==> config.mk <==
export PLATFORM = sky130hd
export DESIGN_NAME = osr_train_tx_flat
export DESIGN_NICKNAME = d
export VERILOG_FILES = /design/src/rtl/osr_train_tx_pkg.sv /design/src/rtl/osr_train_tx_if.sv /design/src/rtl/osr_train_tx_vote.sv /design/src/rtl/osr_train_tx.sv /design/src/flat_wrapper.sv
export SDC_FILE = /design/constraint.sdc
export NUM_CORES = 1
export LEC_CHECK = 0
export ABC_AREA = 1
export BUFFER_PORTS_ARGS = -buffer_cell sky130_fd_sc_hd__buf_2
export CAP_MARGIN = 10
export CORE_AREA = 4 4 63 65
export CTS_CLUSTER_DIAMETER = 40
export DETAILED_ROUTE_END_ITERATION = 16
export DIE_AREA = 0 0 67 69
export PLACE_DENSITY = 0.87
export SYNTH_ARGS = -nofsm -noshare
export SYNTH_HDL_FRONTEND = slang
export SYNTH_SLANG_ARGS = --single-unit
==> constraint.sdc <==
create_clock -name CLK -period 1.58 [get_ports CLK]
set_input_delay 0.158 -clock CLK [delete_from_list [all_inputs] [get_ports CLK]]
set_output_delay 0.158 -clock CLK [all_outputs]
set_load 0.02 [all_outputs]
==> src/rtl/osr_train_tx_pkg.sv <==
// Shared types and constants for the OSR transmit link trainer.
// The state encoding is fixed so that upset or unused codes (6, 7) decode back to Start.
package osr_train_pkg;

  typedef enum logic [2:0] {
    S_START   = 3'd0,
    S_OSR_RST = 3'd1,
    S_WRST    = 3'd2,
    S_TRAIN   = 3'd3,
    S_MARKER  = 3'd4,
    S_DATA    = 3'd5
  } state_e;

  localparam int STATE_W = 3;
  localparam int WCNT_W  = 3;
  localparam int TCNT_W  = 8;

  localparam int          DEF_WIDTH     = 12;
  localparam logic [11:0] DEF_TRAIN_PAT = 12'hFC0;
  localparam logic [11:0] DEF_MARK_PAT  = 12'h5A3;
  localparam logic [11:0] DEF_IDLE_PAT  = 12'h0F0;

endpackage

==> src/rtl/osr_train_tx_if.sv <==
// User-side word handshake and serializer-side outputs of the link trainer.
interface osr_train_tx_if #(
    parameter int WIDTH = 12
);
    import osr_train_pkg::*;

    // DIN is consumed on a rising edge where DIN_VLD && DIN_RDY; DIN_RDY never depends on DIN_VLD.
    logic             RETRAIN;
    logic [WIDTH-1:0] DIN;
    logic             DIN_VLD;
    logic             DIN_RDY;
    logic [WIDTH-1:0] DOUT;
    logic             OSR_RST;
    logic             TRAINING;
    logic             LINK_UP;
    state_e           STATE_DBG;

    modport master (
        output RETRAIN, DIN, DIN_VLD,
        input  DIN_RDY, DOUT, OSR_RST, TRAINING, LINK_UP, STATE_DBG
    );

    modport slave (
        input  RETRAIN, DIN, DIN_VLD,
        output DIN_RDY, DOUT, OSR_RST, TRAINING, LINK_UP, STATE_DBG
    );
endinterface

==> src/rtl/osr_train_tx_vote.sv <==
// Bitwise 2-of-3 majority voter used on every triplicated register.
module tmr_vote #(
    parameter int W = 1
) (
    input  logic [W-1:0] a_i,
    input  logic [W-1:0] b_i,
    input  logic [W-1:0] c_i,
    output logic [W-1:0] y_o
);
    assign y_o = (a_i & b_i) | (a_i & c_i) | (b_i & c_i);
endmodule

==> src/rtl/osr_train_tx.sv <==
// Transmit link trainer: serializer reset, training words, one marker, then user data.
// State, counters and outputs are held in three copies that all reload from voted values.
module osr_train_tx
    import osr_train_pkg::*;
#(
    parameter int               WIDTH      = DEF_WIDTH,
    parameter int               RST_CYC    = 5,
    parameter int               SYNC_WORDS = 64,
    parameter logic [WIDTH-1:0] TRAIN_PAT  = WIDTH'(DEF_TRAIN_PAT),
    parameter logic [WIDTH-1:0] MARK_PAT   = WIDTH'(DEF_MARK_PAT),
    parameter logic [WIDTH-1:0] IDLE_PAT   = WIDTH'(DEF_IDLE_PAT)
) (
    input  logic           CLK,
    input  logic           RST,
    osr_train_tx_if.slave  bus
);
    localparam logic [WCNT_W-1:0] WCNT_LAST = WCNT_W'(RST_CYC - 1);
    localparam logic [TCNT_W-1:0] TCNT_LAST = TCNT_W'(SYNC_WORDS - 1);

    (* keep = "true", preserve = "true" *) logic [STATE_W-1:0] state_q0, state_q1, state_q2;
    (* keep = "true", preserve = "true" *) logic [WCNT_W-1:0]  wcnt_q0, wcnt_q1, wcnt_q2;
    (* keep = "true", preserve = "true" *) logic [TCNT_W-1:0]  tcnt_q0, tcnt_q1, tcnt_q2;
    (* keep = "true", preserve = "true" *) logic [WIDTH-1:0]   dout_q0, dout_q1, dout_q2;
    (* keep = "true", preserve = "true" *) logic [2:0]         flags_q0, flags_q1, flags_q2;

    logic [STATE_W-1:0] state_vb;
    logic [WCNT_W-1:0]  wcnt_v;
    logic [TCNT_W-1:0]  tcnt_v;
    logic [WIDTH-1:0]   dout_v;
    logic [2:0]         flags_v;
    state_e             state_v;

    state_e             state_d;
    logic [WCNT_W-1:0]  wcnt_d;
    logic [TCNT_W-1:0]  tcnt_d;
    logic [WIDTH-1:0]   dout_d;
    logic [2:0]         flags_d;
    logic               rdy;

    tmr_vote #(.W(STATE_W)) u_vote_state (.a_i(state_q0), .b_i(state_q1), .c_i(state_q2), .y_o(state_vb));
    tmr_vote #(.W(WCNT_W))  u_vote_wcnt  (.a_i(wcnt_q0),  .b_i(wcnt_q1),  .c_i(wcnt_q2),  .y_o(wcnt_v));
    tmr_vote #(.W(TCNT_W))  u_vote_tcnt  (.a_i(tcnt_q0),  .b_i(tcnt_q1),  .c_i(tcnt_q2),  .y_o(tcnt_v));
    tmr_vote #(.W(WIDTH))   u_vote_dout  (.a_i(dout_q0),  .b_i(dout_q1),  .c_i(dout_q2),  .y_o(dout_v));
    tmr_vote #(.W(3))       u_vote_flags (.a_i(flags_q0), .b_i(flags_q1), .c_i(flags_q2), .y_o(flags_v));

    assign state_v = state_e'(state_vb);

    // Ready drops with RETRAIN so no word is consumed on the cycle that leaves Data.
    assign rdy = (state_v == S_DATA) && !bus.RETRAIN;

    always_comb begin
        state_d = S_START;
        unique case (state_v)
            S_START:   state_d = S_OSR_RST;
            S_OSR_RST: state_d = (wcnt_v == WCNT_LAST) ? S_WRST : S_OSR_RST;
            S_WRST:    state_d = S_TRAIN;
            S_TRAIN:   state_d = (bus.RETRAIN || tcnt_v != TCNT_LAST) ? S_TRAIN : S_MARKER;
            S_MARKER:  state_d = bus.RETRAIN ? S_TRAIN : S_DATA;
            S_DATA:    state_d = bus.RETRAIN ? S_TRAIN : S_DATA;
            default:   state_d = S_START;
        endcase

        wcnt_d = (state_v == S_OSR_RST) ? wcnt_v + WCNT_W'(1) : '0;
        tcnt_d = (state_v == S_TRAIN && !bus.RETRAIN) ? tcnt_v + TCNT_W'(1) : '0;

        // Outputs decode from the next state so they line up with it after the edge.
        dout_d = '0;
        unique case (state_d)
            S_WRST, S_TRAIN: dout_d = TRAIN_PAT;
            S_MARKER:        dout_d = MARK_PAT;
            S_DATA:          dout_d = (bus.DIN_VLD && rdy) ? bus.DIN : IDLE_PAT;
            default:         dout_d = '0;
        endcase

        flags_d = {state_d == S_OSR_RST, state_d == S_TRAIN, state_d == S_DATA};
    end

    always_ff @(posedge CLK or posedge RST) begin
        if (RST) begin
            state_q0 <= S_START;
            state_q1 <= S_START;
            state_q2 <= S_START;
            wcnt_q0  <= '0;
            wcnt_q1  <= '0;
            wcnt_q2  <= '0;
            tcnt_q0  <= '0;
            tcnt_q1  <= '0;
            tcnt_q2  <= '0;
            dout_q0  <= '0;
            dout_q1  <= '0;
            dout_q2  <= '0;
            flags_q0 <= '0;
            flags_q1 <= '0;
            flags_q2 <= '0;
        end else begin
            state_q0 <= state_d;
            state_q1 <= state_d;
            state_q2 <= state_d;
            wcnt_q0  <= wcnt_d;
            wcnt_q1  <= wcnt_d;
            wcnt_q2  <= wcnt_d;
            tcnt_q0  <= tcnt_d;
            tcnt_q1  <= tcnt_d;
            tcnt_q2  <= tcnt_d;
            dout_q0  <= dout_d;
            dout_q1  <= dout_d;
            dout_q2  <= dout_d;
            flags_q0 <= flags_d;
            flags_q1 <= flags_d;
            flags_q2 <= flags_d;
        end
    end

    assign bus.DIN_RDY   = rdy;
    assign bus.DOUT      = dout_v;
    assign bus.OSR_RST   = flags_v[2];
    assign bus.TRAINING  = flags_v[1];
    assign bus.LINK_UP   = flags_v[0];
    assign bus.STATE_DBG = state_v;
endmodule

==> src/flat_wrapper.sv <==
// flat-port wrapper written by rule: the top's interface ports become plain ports
module osr_train_tx_flat import osr_train_pkg::*;
#(
    parameter int               WIDTH      = DEF_WIDTH,
    parameter int               RST_CYC    = 5,
    parameter int               SYNC_WORDS = 64,
    parameter logic [WIDTH-1:0] TRAIN_PAT  = WIDTH'(DEF_TRAIN_PAT),
    parameter logic [WIDTH-1:0] MARK_PAT   = WIDTH'(DEF_MARK_PAT),
    parameter logic [WIDTH-1:0] IDLE_PAT   = WIDTH'(DEF_IDLE_PAT)
)
  (CLK, RST, bus_RETRAIN, bus_DIN, bus_DIN_VLD, bus_DIN_RDY, bus_DOUT, bus_OSR_RST, bus_TRAINING, bus_LINK_UP, bus_STATE_DBG);
  osr_train_tx_if #(.WIDTH(WIDTH)) bus_i ();
  input  logic CLK;
  input  logic RST;
  input wire logic [$bits(bus_i.RETRAIN)-1:0] bus_RETRAIN;
  input wire logic [$bits(bus_i.DIN)-1:0] bus_DIN;
  input wire logic [$bits(bus_i.DIN_VLD)-1:0] bus_DIN_VLD;
  output wire logic [$bits(bus_i.DIN_RDY)-1:0] bus_DIN_RDY;
  output wire logic [$bits(bus_i.DOUT)-1:0] bus_DOUT;
  output wire logic [$bits(bus_i.OSR_RST)-1:0] bus_OSR_RST;
  output wire logic [$bits(bus_i.TRAINING)-1:0] bus_TRAINING;
  output wire logic [$bits(bus_i.LINK_UP)-1:0] bus_LINK_UP;
  output wire logic [$bits(bus_i.STATE_DBG)-1:0] bus_STATE_DBG;
  assign bus_i.RETRAIN = bus_RETRAIN;
  assign bus_i.DIN = bus_DIN;
  assign bus_i.DIN_VLD = bus_DIN_VLD;
  assign bus_DIN_RDY = bus_i.DIN_RDY;
  assign bus_DOUT = bus_i.DOUT;
  assign bus_OSR_RST = bus_i.OSR_RST;
  assign bus_TRAINING = bus_i.TRAINING;
  assign bus_LINK_UP = bus_i.LINK_UP;
  assign bus_STATE_DBG = bus_i.STATE_DBG;
  osr_train_tx #(.WIDTH(WIDTH), .RST_CYC(RST_CYC), .SYNC_WORDS(SYNC_WORDS), .TRAIN_PAT(TRAIN_PAT), .MARK_PAT(MARK_PAT), .IDLE_PAT(IDLE_PAT)) u_core (.CLK(CLK), .RST(RST), .bus(bus_i));
endmodule
==> impl_metrics.toml <==
[outcome]
status = "finished clean"

[clock_network]
cts_tree = "built"
clkTransAtPathRegs_ns = 0.10
clkLatencyLatePin_ns = 0.34
clockBufferDepth = 2
root_buffer = "clkbuf_4"
cts_sinks = 29
cts-htree-levels = 2
cts_buffers = 5

[global_route]
first_global_vias = 1041
grt_pass1_wl_mm = 4.61
antenna_found_initial = 0
track_usage = 0.132
grt_overflow = 0
grt_max_degree = 30

[floorplan]
num_rows = 21
coreArea_mm2 = 0.00334
pin_count = 35
initial_core_util = 0.413
dieArea_mm2 = 0.00462
die_w_um = 67
die_h_um = 69

[sta]
fin_tns_setup_ns = 0
slew_violations = 0
whs_ns = 0.0168
worst_slew_pin_slew_ns = 0.369
period_minus_slack_ns = 1.48
relSlewSlack = 0.754
timing.final.crit_share = 0.939
final_hold_viol_count = 0
max_freq_mhz = 674
rsz0062_at_grt = "false"
finalClockSkew_ns = 0.0130
finalSetupViolations = 0

[yosys]
syn_area_per_cell_um2 = 9.19
ys_warn_count = 0
synth_area_mm2 = 0.00138
synth_cells = 150
syn_nets = 169

[placement]
numPortBuffers = 34
place.gp.congestion = 0.788
hpwlAfterDp_mm = 2.02

[drt]
route.detailed.drc = 0
met3_length_um = 187
firstDrtPassIters = 5
postRouteAntennaNets = 0
highest_layer = "met4"
met1_length_mm = 1.12
met2WireLength_mm = 1.41
first_iter_violations = 39
avgViaCountPerCell = 4.53
vias = 1033
drt_wl_total_mm = 2.76
wl_per_cell_um = 12.1

[finish]
multiInputGateArea_um2 = 469
diodes = 0
final_util = 0.479
nNetsFinal = 200
drive_above_1_share = 0.352
syn_to_final_growth_pct = 15.9
fillers = 323
seqCellArea_um2 = 727

[pwr]
ir_drop_uv = 692
swShare = 0.396
power.density_mw_per_mm2 = 1360
switchingPower_uw = 859
p_leak_nw = 0.897
power_frac_seq = 0.459
clkPwrFrac = 0.201
internal-power_mw = 1.31
p_comb_frac = 0.340

[critical_path]
arrival_ns = 1.33
cp_cell_sequence = "inv_2, nand2_2, nor2_8, buf_2"
slowest_stage = "dfrtp_2"
path_buf_inv = 2
crit_type = "reg2out"
end_kind = "primary output"
cp_max_fo = 6
max_stage_delay_ns = 0.46
path_delay_family = "flip-flops"
worst_setup_path_start_kind = "flip-flop"
worst_ep_required_time_ns = 1.42

[run]
cap_violations = 0

[worst_hold_path]
hold_path.class = "in2reg"
[stage by stage]
| step | setup WS [ns] | total power [mW] | instances | instance area [µm²] |
|---|---|---|---|---|
| final | 0.0957 | 2.17 | 228 | 1600 |
| after detailed placement | 0.158 | 1.73 | 215 | 1500 |
| after CTS | 0.00188 | 2.17 | 224 | 1560 |
| after floorplan | 0.321 | 1.62 | 150 | 1380 |
| after global placement | 0.217 | 1.71 | 215 | 1500 |
| after global routing | 0.0202 | 2.31 | 228 | 1600 |
[placed cells by master (no fill, tap or decap), types with 2 or more instances in the layout]
cell type / count
nand2_1: 20
dfrtp_1: 28
ha_1: 3
nand3_2: 3
clkbuf_4: 5
clkinv_2: 2
nand2_2: 4
o21ai_0: 7
buf_2: 34
nor3_1: 2
buf_4: 5
inv_1: 15
a21oi_1: 4
nand4_1: 3
nor2_1: 17
inv_2: 4
nand3_1: 16
[path summary, 6_finish.rpt]
| path | startpoint | end | slack, ns | cells past startpoint |
|---|---|---|---|---|
| setup / recovery | u_core.state_q0[1] | bus_DIN_RDY | 0.1 | 4 |
| min in group asynchronous | RST | u_core.dout_q0[5] | 0.43 | 4 |
| hold reg to reg | u_core.tcnt_q0[0] | u_core.tcnt_q0[0] | 0.46 | 1 |
| setup reg to reg | u_core.state_q0[1] | u_core.dout_q0[6] | 0.19 | 7 |
| hold / removal | bus_DIN[3] | u_core.dout_q0[3] | 0.02 | 3 |
| max in group asynchronous | RST | u_core.state_q0[1] | 0.84 | 4 |
[worst register-to-register path, delay by kind of cell (launching register included)]
| kind | cells | cell delay [ns] |
|---|---|---|
| AOI/OAI and AO/OA | 1 | 0.19 |
| DFF | 1 | 0.46 |
| and+or+nand+nor | 4 | 0.39 |
| buffers and inverters | 2 | 0.26 |
[what timing repair did]
action                     4_1_cts  5_1_grt
pin swaps                        0        1
hold buffers                     1        0
buffers inserted                 0        4
setup endpoints to repair        1        2
gates resized for setup          2        2
hold endpoints to repair        29        0
[power by group through the flow]
stage	logic, mW	clock network [mW]	registers, mW
final	0.738	0.436	0.995
after detailed placement	0.728	0	1.00
after floorplan	0.602	0	1.02
after global placement	0.711	0	1.00
after CTS	0.734	0.445	0.995
after global routing	0.810	0.490	1.01
[routing by layer]
metal	up-vias	track usage
met5	-	0
met4	0	0.0405
met3	6	0.0568
met2	25	0.212
met1	477	0.156
li1	525	-
[sequential cells by signal (all words and copies together) (netlist names)]
name / count
u_core.flags_q0: 3
u_core.dout_q0: 12
u_core.state_q0: 3
u_core.tcnt_q0: 8
u_core.wcnt_q0: 3
[cell type report]
cell class | count | share of cell area
multi-input cells | 86 | 0.294
inverters | 19 | 0.0446
well taps | 46 | 0.0360
clock inverters | 3 | 0.0110
repair buffers | 40 | 0.136
clock buffers | 5 | 0.0235
flip-flops and latches | 29 | 0.455
Note: power is estimated with default switching activity, not from simulation.
